$ cat src/rtl/fifo_flags_pkg.sv
// fifo_flags_pkg: default geometry/thresholds and level-width helper shared by the FIFO files
package fifo_flags_pkg;

    localparam int DATA_WIDTH_DEF = 8;
    localparam int ADDR_WIDTH_DEF = 4;
    localparam int AF_THRESH_DEF  = 12;
    localparam int AE_THRESH_DEF  = 2;

    // Level counts 0..DEPTH inclusive, so it needs one bit more than the pointers
    function automatic int lvl_w(input int aw);
        return aw + 1;
    endfunction

endpackage

$ cat src/rtl/fifo_ram.sv
// fifo_ram: storage array with one synchronous write port and one asynchronous read port
module fifo_ram
    import fifo_flags_pkg::*;
#(
    parameter int DATA_WIDTH = DATA_WIDTH_DEF,
    parameter int ADDR_WIDTH = ADDR_WIDTH_DEF
) (
    input  logic                  clk,
    input  logic                  we_i,
    input  logic [ADDR_WIDTH-1:0] waddr_i,
    input  logic [DATA_WIDTH-1:0] wdata_i,
    input  logic [ADDR_WIDTH-1:0] raddr_i,
    output logic [DATA_WIDTH-1:0] rdata_o
);

    logic [DATA_WIDTH-1:0] mem_q [2**ADDR_WIDTH];

    always_ff @(posedge clk) begin
        if (we_i) mem_q[waddr_i] <= wdata_i;
    end

    assign rdata_o = mem_q[raddr_i];

endmodule

$ cat src/rtl/fifo_flags.sv
// fifo_flags: synchronous FIFO with FWFT/registered read, threshold flags, fill level,
// sticky overflow/underflow and synchronous flush
module fifo_flags
    import fifo_flags_pkg::*;
#(
    parameter int DATA_WIDTH = DATA_WIDTH_DEF,
    parameter int ADDR_WIDTH = ADDR_WIDTH_DEF,
    parameter int FWFT       = 1,
    parameter int AF_THRESH  = AF_THRESH_DEF,
    parameter int AE_THRESH  = AE_THRESH_DEF
) (
    input  logic                           clk,
    input  logic                           rst_n,
    input  logic                           flush,
    input  logic                           wr_en,
    input  logic [DATA_WIDTH-1:0]          din,
    input  logic                           rd_en,
    output logic [DATA_WIDTH-1:0]          dout,
    output logic                           dout_valid,
    output logic                           full,
    output logic                           empty,
    output logic                           almost_full,
    output logic                           almost_empty,
    output logic [lvl_w(ADDR_WIDTH)-1:0]   level,
    output logic                           overflow,
    output logic                           underflow,
    input  logic                           clr_err
);

    localparam int DEPTH = 1 << ADDR_WIDTH;
    localparam int LW    = lvl_w(ADDR_WIDTH);

    if (AF_THRESH < 1 || AF_THRESH > DEPTH || AE_THRESH < 0 || AE_THRESH >= DEPTH) begin : g_bad_param
        $error("fifo_flags: illegal AF_THRESH/AE_THRESH for this depth");
    end

    logic [ADDR_WIDTH-1:0] wr_ptr_q, wr_ptr_d, rd_ptr_q, rd_ptr_d;
    logic [LW-1:0]         level_q, level_d;
    logic                  ovf_q, ovf_d, unf_q, unf_d;
    logic                  wr_acc, rd_acc;
    logic [DATA_WIDTH-1:0] ram_rdata;

    assign level        = level_q;
    assign full         = level_q == LW'(DEPTH);
    assign empty        = level_q == '0;
    assign almost_full  = level_q >= LW'(AF_THRESH);
    assign almost_empty = level_q <= LW'(AE_THRESH);
    assign overflow     = ovf_q;
    assign underflow    = unf_q;

    // Flush masks both requests, so it also suppresses error-flag set events that cycle
    always_comb begin
        wr_acc   = wr_en & ~full & ~flush;
        rd_acc   = rd_en & ~empty & ~flush;
        wr_ptr_d = flush ? '0 : wr_ptr_q + ADDR_WIDTH'(wr_acc);
        rd_ptr_d = flush ? '0 : rd_ptr_q + ADDR_WIDTH'(rd_acc);
        level_d  = flush ? '0 :
                   (wr_acc & ~rd_acc) ? level_q + LW'(1) :
                   (rd_acc & ~wr_acc) ? level_q - LW'(1) : level_q;
        ovf_d    = (wr_en & full & ~flush) | (ovf_q & ~clr_err);
        unf_d    = (rd_en & empty & ~flush) | (unf_q & ~clr_err);
    end

    always_ff @(posedge clk or negedge rst_n) begin
        if (!rst_n) begin
            wr_ptr_q <= '0;
            rd_ptr_q <= '0;
            level_q  <= '0;
            ovf_q    <= 1'b0;
            unf_q    <= 1'b0;
        end else begin
            wr_ptr_q <= wr_ptr_d;
            rd_ptr_q <= rd_ptr_d;
            level_q  <= level_d;
            ovf_q    <= ovf_d;
            unf_q    <= unf_d;
        end
    end

    fifo_ram #(
        .DATA_WIDTH (DATA_WIDTH),
        .ADDR_WIDTH (ADDR_WIDTH)
    ) u_ram (
        .clk     (clk),
        .we_i    (wr_acc),
        .waddr_i (wr_ptr_q),
        .wdata_i (din),
        .raddr_i (rd_ptr_q),
        .rdata_o (ram_rdata)
    );

    if (FWFT != 0) begin : g_fwft
        assign dout       = ram_rdata;
        assign dout_valid = ~empty;
    end else begin : g_reg
        logic [DATA_WIDTH-1:0] dout_q, dout_d;
        logic                  dv_q;
        assign dout_d = rd_acc ? ram_rdata : dout_q;
        always_ff @(posedge clk or negedge rst_n) begin
            if (!rst_n) begin
                dout_q <= '0;
                dv_q   <= 1'b0;
            end else begin
                dout_q <= dout_d;
                dv_q   <= rd_acc;
            end
        end
        assign dout       = dout_q;
        assign dout_valid = dv_q;
    end

endmodule
$ cat config.mk
export PLATFORM = sky130hd
export DESIGN_NAME = fifo_flags
export DESIGN_NICKNAME = d
export VERILOG_FILES = /design/src/rtl/fifo_flags_pkg.sv /design/src/rtl/fifo_ram.sv /design/src/rtl/fifo_flags.sv
export SDC_FILE = /design/constraint.sdc
export NUM_CORES = 1
export LEC_CHECK = 0
export BUFFER_PORTS_ARGS = -buffer_cell sky130_fd_sc_hd__buf_2
export CAP_MARGIN = 20
export CORE_UTILIZATION = 50
export DETAILED_ROUTE_END_ITERATION = 10
export GPL_ROUTABILITY_DRIVEN = 0
export MAX_ROUTING_LAYER = met4
export PLACE_DENSITY_LB_ADDON = 0.2
export SYNTH_ARGS = -nofsm -noshare
export SYNTH_HDL_FRONTEND = slang
export SYNTH_SLANG_ARGS = --single-unit
$ cat constraint.sdc
create_clock -name clk -period 4.7 [get_ports clk]
set_input_delay 0.235 -clock clk [delete_from_list [all_inputs] [get_ports clk]]
set_output_delay 0.235 -clock clk [all_outputs]
set_load 0.01 [all_outputs]
==> results of run 1 <==
-- power groups by stage --
stage	logic [W]	clock network [W]	registers, W
floorplan	0.000337	0	0.00149
global placement	0.000415	0	0.00153
detailed placement	0.000420	0	0.00153
CTS	0.000423	0.00130	0.00151
global route	0.000489	0.00136	0.00150
finish	0.000442	0.00128	0.00149
-- critical path, delay by kind of cell (launching register included) --
family / cells / cell delay, ns
DFF: 1 / 0.66
buffers and inverters: 2 / 0.42
muxes: 2 / 1.07
-- path summary, 6_finish.rpt --
| check | endpoint | cells past startpoint | start |
|---|---|---|---|
| worst max-delay path | dout[2] | 4 | rd_ptr_q[0] |
| worst min-delay path | overflow | 2 | clr_err |
| worst max register to register | level[4] | 9 | level[1] |
| worst min register to register | underflow | 2 | underflow |
| max in group asynchronous | rd_ptr_q[0] | 2 | rst_n |
| min in group asynchronous | rd_ptr_q[3] | 2 | rst_n |
-- cell usage after synthesis (5+ instances only) --
library cell,number,area (um^2)
edfxtp_1,128,3840
mux4_1,14,368
xnor2_1,5,43.8
mux4_2,26,586
nor2_1,15,56.3
inv_1,6,22.5
nand2b_1,5,31.3
nor2b_1,6,37.5
nand2_1,6,22.5
dfrtp_1,15,375
ha_1,8,100
-- cells by family after synthesis --
kind of cell / share of synthesized area, %
flip-flops: 71.2
AND/OR/NAND/NOR: 4.75
multiplexers: 16.5
buffers and inverters: 2.45
AO/OA/AOI/OAI: 2.05
adder cells (fa/ha/maj): 2.03
XOR/XNOR: 1.04
-- per-stage QoR --
step | setup WS (ns) | util [%] | instance area (um^2) | instances | total power, W
4_1_cts | 1.59 | 59.0 | 6770 | 486 | 0.00323
3_3_place_gp | 2.02 | 54.0 | 6200 | 454 | 0.00194
3_5_place_dp | 2.00 | 54.0 | 6200 | 454 | 0.00195
5_1_grt | 1.77 | 59.2 | 6790 | 488 | 0.00335
2_1_floorplan | 2.10 | - | 5920 | 287 | 0.00183
6_report | 1.89 | 59.2 | 6790 | 489 | 0.00321
-- cells in the final DEF (no fill, tap or decap), types with 6 or more instances in the layout --
master,count
buf_2,33
buf_4,6
clkbuf_16,17
dfrtp_1,14
edfxtp_1,128
ha_1,8
inv_1,6
mux4_1,14
mux4_2,26
nand2_1,6
nor2_1,15
nor2b_1,6
-- cell type report --
type,instances,area [um^2],area share (%)
clock buffer,22,444,6.54
antenna,2,5.00,0.0737
inverter,6,22.5,0.331
timing repair buffer,41,240,3.54
multi-input combinational,123,1570,23.0
tap,143,179,2.63
clock inverter,9,118,1.73
sequential,143,4220,62.1
-- state kept, by name, summed over array words and instances, names as in the netlist --
signal,flops
overflow,1
rd_ptr_q,4
level,5
underflow,1
wr_ptr_q,4
u_ram.mem_q,128
-- timing repair --
item / in CTS / in global routing
hold endpoints to repair: 15 / 0
hold buffers: 1 / 0
gates resized for setup: 0 / 0
-- routing by layer --
layer	part of all wire (%)	global-route usage [%]	wire, um	vias up
met3	7.1	6.51	808	13
met2	51	31.2	5850	87
met4	1.1	8.80	126	0
met5	0	-	0	-
li1	-	-	-	1279
met1	41	27.2	4620	1485
==> results.cfg, run 1 <==
[yosys]
syn-num-nets = 310
ys_ff_latch = 143
synthArstFlopShare_pct = 10.5
ys_seq_area_share_pct = 71.2
synth_cell_types = 41
synth_area_mm2 = 0.00592
synth-main-ff-cell = edfxtp_1
yosys_warnings = 0
synth_edf_count = 128
netlist_instances = 287
syn_area_per_cell_um2 = 20.6

[sta]
setup_tns_ns = 0
setup_viol = 0
rsz0062_at_grt = no
final.min_clock_period_ns = 2.81
holdWs_ns = 0.0253
final-hold-violation-count = 0
finalClockSkew_ns = 0.00482
tightest_slew_ns = 1.04
slew_violations = 0
finalCritPeriodShare_pct = 59.7
max_freq_ghz = 0.356
timing.slew.headroom_pct = 30.2

[power]
power_switching_w = 0.000739
power.density_mw_per_mm2 = 473
sequentialPowerShare_pct = 46.3
p_int_w = 0.00247
comb_power_share_pct = 13.7
p_sw_share_pct = 23.0
peakVddDrop_mv = 0.311
clkPwrFrac_pct = 40.0
p_leak_nw = 2.32

[setup_path]
worst-setup-path-type = reg2out
worstPathArrival_ns = 2.57
path_cells = buf_12 > mux4_1 > mux4_2 > buf_2
worstPathRequired_ns = 4.47
r2r_slack_ns = 1.99
endpoint_kind = primary output
slowest_delay_ns = 0.66
crit_path_max_fanout = 20
startpoint_type = flop
slowest_stage = dfrtp_2

[grt]
grt_max_degree = 35
grt_overflow = 0
grt_pass1_wl_um = 17600
grt_usage_pct = 21.0
antenna_found_initial = 1
grt_pass1_vias = 2921

[die]
fp.dieH_um = 111
die-area_mm2 = 0.0123
die_x_um = 111
rows = 39
io_pins = 34
start_util_pct = 51.7
design.core.area_mm2 = 0.0115

[routing]
vias = 2864
ant_nets = 0
drc = 0
dr.pass1.iters = 4
wl_per_cell_um = 23.3
viasPerCell = 5.86
drt_iter0_drc = 250
routed_wl_um = 11400

[clocking]
cts_max_level = 4
clock_latency_ns = 0.41
cts_root_buffer = clkbuf_16
post_cts_buffers = 0
clk_pin_slew_worst_paths_ns = 0.06
cts.sinks = 143
numCtsBuffers = 17
cts.path.max_buffers = 2
cts_tree = built

[hold_path]
hp-class = in2reg

[finish]
syn_to_final_growth_pct = 14.7
fill_cells = 829
layout.nets = 355
drive_gt1_share_pct = 28.2

[placed_design]
io_buffer_count = 33
post-dp-hpwl_um = 6760

[run]
maxCapViolCount = 0

[status]
status = finished, final reports clean
Note: power is estimated with default switching activity, not from simulation.
==> run 2, diff against run 1 <==
clock period = 2.9 ns   (was 4.7 ns; I/O delays follow)
==> run 2 against run 1 <==
  * Combinational power up 75%
  * Clock-buffer cell count down 2
  * Cell area up 2.5%
  * Global-route usage up 0.099 points
  * Largest power group unchanged
  * Hold slack better by 0.035 ns
  * Utilization up 1.5 points
  * Final cell count up 2.2%
  * Setup slack worse by 1.7 ns
==> results.cfg, run 2 (synthesis gave the netlist of run 1 again) <==
[finish]
final_cell_area_mm2 = 0.00697
drive_gt1_share_pct = 32.2
layout.nets = 367
antenna_cells = 0
regMostFlops = u_ram.mem_q
fill_cells = 805
syn_to_final_growth_pct = 17.6
largest_reg_flops = 128
layout_commonest_cell = edfxtp_1
final_cell_mix = edfxtp_1 (128), buf_2 (33), mux4_2 (26)

[power]
power.density_mw_per_mm2 = 791
power_switching_w = 0.00125
p_sw_share_pct = 22.6
p_leak_nw = 2.42
comb_power_share_pct = 14.0
clkPwrFrac_pct = 42.6
sequentialPowerShare_pct = 43.3
peakVddDrop_mv = 0.498
p_int_w = 0.00426

[setup_path]
crit_path_max_fanout = 14
crit_buf_inv = 2
worst-path-stages = 4
startpoint_type = flop
worstPathRequired_ns = 2.76
endpoint_kind = primary output
reg2regPathDepth = 9
reg2reg_to = level[4]
path_cells = buf_12 > mux4_1 > mux4_2 > buf_2
r2r_slack_ns = 0.24
endpoint = dout[3]
cp_top_family = multiplexers
rr_startpoint = level[3]
crit_start = rd_ptr_q[0]
slowest_stage = dfrtp_2
slowest_delay_ns = 0.66
worstPathArrival_ns = 2.55
worst-setup-path-type = reg2out

[die]
fp.dieH_um = 111
design.core.area_mm2 = 0.0115
die-area_mm2 = 0.0123
io_pins = 34
start_util_pct = 51.7
rows = 39
die_x_um = 111

[placed_design]
io_buffer_count = 33
post-dp-hpwl_um = 7090
dp_slack_ns = 0.262
dpl_cell_area_mm2 = 0.00630

[grt]
grt_overflow = 0
antenna_found_initial = 0
grt_pass1_wl_um = 17700
grt_max_degree = 35
grt_pass1_vias = 2947
grt_usage_pct = 21.1

[sta]
final.min_clock_period_ns = 2.69
tightest_slew_ns = 1.02
max_freq_ghz = 0.372
final-hold-violation-count = 0
timing.slew.headroom_pct = 31.5
setup_tns_ns = 0
rsz0062_at_grt = no
slew_violations = 0
worst_slack_ns = 0.209
finalCritPeriodShare_pct = 92.8
finalClockSkew_ns = 0.00583
setup_viol = 0

[routing]
viasPerCell = 5.87
ant_nets = 0
routed_wl_um = 11400
drc = 0
vias = 2936
dr.pass1.iters = 4
wl_per_cell_um = 22.7
drt_iter0_drc = 174

[clocking]
numCtsBuffers = 17
cts_root_buffer = clkbuf_16
cts_resized = 0
cts.path.max_buffers = 2
cts_tree = built
clk_pin_slew_worst_paths_ns = 0.06
cts.hold.buffers_added = 2
cts_max_level = 4
post_cts_buffers = 0
cts.sinks = 143
clock_latency_ns = 0.42

[status]
status = finished, final reports clean

[run]
maxCapViolCount = 0

[hold_path]
hp-class = in2reg
## run 2: cell type report
| cell class | instances | area, um^2 | share of cell area (%) |
|---|---|---|---|
| Inverter | 6 | 22.5 | 0.323 |
| Clock inverter | 12 | 190 | 2.73 |
| Multi-Input combinational cell | 123 | 1570 | 22.5 |
| Sequential cell | 143 | 4220 | 60.6 |
| Tap cell | 143 | 179 | 2.57 |
| Timing Repair Buffer | 53 | 333 | 4.78 |
| Clock buffer | 20 | 457 | 6.56 |
## run 2: tightest hold or removal path: stages
cell and delay [ns]:
buf_2 0.12, nand2b_4 0.10, o22ai_1 0.07
## run 2: how the worst min path moves through the flow
| stage | startpoint | to | cells past startpoint |
|---|---|---|---|
| 6_report | wr_en | overflow | 3 |
| 5_1_grt | wr_en | overflow | 3 |
| 3_3_place_gp | rst_n | rd_ptr_q[2] | 1 |
| 3_5_place_dp | rst_n | rd_ptr_q[2] | 1 |
| 4_1_cts | wr_en | overflow | 3 |
| 2_1_floorplan | rst_n | level[0] | 0 |
## run 2: stage by stage
step	std cells	total power [W]	utilization (%)	hold slack (ns)
2_1_floorplan	287	0.00297	-	-0.151
3_3_place_gp	466	0.00320	54.9	0.0750
3_5_place_dp	466	0.00321	54.9	0.0684
4_1_cts	500	0.00557	60.8	0.0413
5_1_grt	500	0.00572	60.8	0.0594
6_report	500	0.00551	60.8	0.0602
## run 2: power by group through the flow
stage	sequential [W]	clock [W]	combinational (W)
after floorplan	0.00242	0	0.000547
after global placement	0.00242	0	0.000775
after detailed placement	0.00243	0	0.000782
after CTS	0.00239	0.00239	0.000787
after global routing	0.00240	0.00248	0.000851
final	0.00239	0.00235	0.000773
## run 2: layer usage
metal  vias up  part of all wire [%]  wire length [um]  track usage, %
li1       1300                     -                 -               -
met1      1533                    43              4850            28.1
met2        86                    51              5840            32.0
met3        17                   4.2               482            5.19
met4         0                   1.6               176            7.91
met5         -                     0                 0               -
==> run 3, diff against run 2 <==
--- a/config.mk
+++ b/config.mk
@@ -7,2 +7,3 @@
 export LEC_CHECK = 0
+export ABC_AREA = 1
 export BUFFER_PORTS_ARGS = -buffer_cell sky130_fd_sc_hd__buf_2
@@ -16,2 +17,3 @@
 export SYNTH_HDL_FRONTEND = slang
+export SYNTH_HIERARCHICAL = 1
 export SYNTH_SLANG_ARGS = --single-unit
==> constraint.sdc (replaced) <==
create_clock -name clk -period 2.9 [get_ports clk]
set_input_delay 0.58 -clock clk [delete_from_list [all_inputs] [get_ports clk]]
set_output_delay 0.58 -clock clk [all_outputs]
set_load 0.01 [all_outputs]
==> run 3 against run 2 <==
  * Flip-flop and latch count unchanged
  * Setup slack got worse by 0.031 ns
  * Area after synthesis increased by 10%
  * First-iteration DRC count rose by 120%
  * Cell area up 6.8%
  * Combinational power up 73%
==> results.cfg, run 3 <==
[routing]
dr.pass1.iters = 5
wl_per_cell_um = 16.4
drt_iter0_drc = 386
drc = 0
vias = 4396
viasPerCell = 5.05
ant_nets = 0
routed_wl_um = 14300

[setup_path]
slowest_delay_ns = 0.56
worstPathRequired_ns = 2.32
crit_path_max_fanout = 65
crit_top_cell = nand3_1
worst-path-stages = 7
rr_startpoint = level[0]
cp_top_family = buffers and inverters
path_cells = buf_4 > nand2_1 > nand3_1 > nand3_1 > nand3_1 > nand2_1 > buf_2
endpoint = dout[1]
startpoint_type = flop
crit_start = rd_ptr_q[0]
crit_buf_inv = 2
reg2reg_to = level[4]
reg2regPathDepth = 14
slowest_stage = buf_4
r2r_slack_ns = 0.76
worstPathArrival_ns = 2.14
worst-setup-path-type = reg2out
endpoint_kind = primary output

[clocking]
cts.hold.buffers_added = 0
post_cts_buffers = 0
cts_max_level = 4
cts_root_buffer = clkbuf_16
cts_resized = 0
cts_tree = built
cts.sinks = 143
clock_latency_ns = 0.43
numCtsBuffers = 17
cts.path.max_buffers = 2
clk_pin_slew_worst_paths_ns = 0.06

[yosys]
syn-num-nets = 669
synth-main-ff-cell = edfxtp_1
synth_cell_types = 25
synth_common_cells = nand2_1 (194), edfxtp_1 (128), inv_1 (112)
ys_ff_latch = 143
yosys_warnings = 6
synth_top_area_cell = edfxtp_1
synth_top_cell_area_share_pct = 58.9
ys_seq_area_share_pct = 64.6
netlist_instances = 646
synth_area_mm2 = 0.00653
synth_edf_count = 128
synth.most_common_cell = nand2_1
yosys-top-cells-area = edfxtp_1 (59%), nand2_1 (11%), nand3_1 (8.3%)
syn_area_per_cell_um2 = 10.1
synthArstFlopShare_pct = 10.5

[sta]
tightest_slew_ns = 0.747
finalClockSkew_ns = 0.0140
rsz0062_at_grt = no
timing.slew.headroom_pct = 50.0
max_freq_ghz = 0.367
final.min_clock_period_ns = 2.72
slew_violations = 0
setup_viol = 0
setup_tns_ns = 0
finalCritPeriodShare_pct = 93.8
final-hold-violation-count = 0

[die]
design.core.area_mm2 = 0.0127
start_util_pct = 51.5
rows = 41
fp.dieH_um = 116
io_pins = 34
die-area_mm2 = 0.0135
die_x_um = 116

[hold_path]
hp-class = in2async

[power]
p_leak_nw = 3.31
sequentialPowerShare_pct = 40.6
comb_power_share_pct = 22.7
p_sw_share_pct = 30.3
power.density_mw_per_mm2 = 795
clkPwrFrac_pct = 36.7
peakVddDrop_mv = 0.541
power_switching_w = 0.00179
p_int_w = 0.00412

[finish]
fill_cells = 1105
largest_reg_flops = 128
final_cell_mix = nand2_1 (194), edfxtp_1 (128), inv_1 (112)
fin_cells = 871
syn_to_final_growth_pct = 14.0
antenna_cells = 0
drive_gt1_share_pct = 13.2
layout_commonest_cell = nand2_1
layout.nets = 710
regMostFlops = u_ram/mem_q

[grt]
grt_usage_pct = 23.9
antenna_found_initial = 0
grt_pass1_wl_um = 22100
grt_max_degree = 66
grt_pass1_vias = 4111
grt_overflow = 0

[run]
maxCapViolCount = 0

[placed_design]
place_inst = 840
io_buffer_count = 33
post-dp-hpwl_um = 8910

[status]
status = finished, final reports clean
run 3: per-stage QoR:
step | setup WS (ns) | instance area (um^2) | power (W) | hold WS (ns) | utilization (%)
after floorplan | 0.799 | 6530 | 0.00339 | 0.284 | -
after global placement | 0.463 | 6850 | 0.00376 | 0.504 | 54.0
after detailed placement | 0.415 | 6850 | 0.00378 | 0.509 | 54.0
after CTS | 0.172 | 7440 | 0.00595 | 0.0604 | 58.7
after global routing | 0.0397 | 7440 | 0.00620 | 0.0725 | 58.7
final | 0.178 | 7440 | 0.00591 | 0.0614 | 58.7
run 3: final cells by class:
type | instances | area [um^2] | share of cell area, %
sequential | 143 | 4220 | 56.7
multi-input combinational | 361 | 1690 | 22.7
inverter | 117 | 442 | 5.94
clock buffer | 17 | 425 | 5.72
timing repair buffer | 47 | 283 | 3.80
tap | 172 | 215 | 2.89
clock inverter | 14 | 168 | 2.25
run 3: power groups by stage:
stage / Clock [W] / Sequential (W) / Combinational (W)
final: 0.00217 / 0.00240 / 0.00134
after global routing: 0.00228 / 0.00241 / 0.00150
after CTS: 0.00220 / 0.00240 / 0.00135
after detailed placement: 0 / 0.00244 / 0.00134
after global placement: 0 / 0.00244 / 0.00132
after floorplan: 0 / 0.00245 / 0.000942
run 3: how the worst min path moves through the flow:
stage | slack (ns) | start | depth (start not counted) | to
floorplan | 0.28 | rst_n | 0 | level[0]
global placement | 0.50 | rst_n | 1 | wr_ptr_q[1]
detailed placement | 0.51 | rst_n | 1 | wr_ptr_q[0]
CTS | 0.06 | rst_n | 1 | underflow
global route | 0.07 | rst_n | 1 | wr_ptr_q[1]
finish | 0.06 | rst_n | 1 | wr_ptr_q[1]
run 3: cells by family after synthesis:
family,after synthesis,share of synthesized area (%)
compound gates,7,0.882
xor+xnor,6,0.805
fa+ha+maj,9,1.84
buf+inv,142,9.49
flops,143,64.6
simple gates,339,22.3
run 3: routing by layer:
layer	global-route usage [%]	vias up	share of wire (%)
li1	-	2159	-
met1	32.3	2086	47
met2	34.4	131	46
met3	6.49	20	5.0
met4	9.40	0	2.1
met5	-	-	0
run 3: worst reg2reg max path, delay by kind of cell, from the launching register on:
| kind | cells | cell delay [ns] |
|---|---|---|
| simple gates | 10 | 0.96 |
| compound gates | 1 | 0.20 |
| flops | 1 | 0.47 |
| fa+ha+maj | 1 | 0.29 |
| buf+inv | 2 | 0.13 |
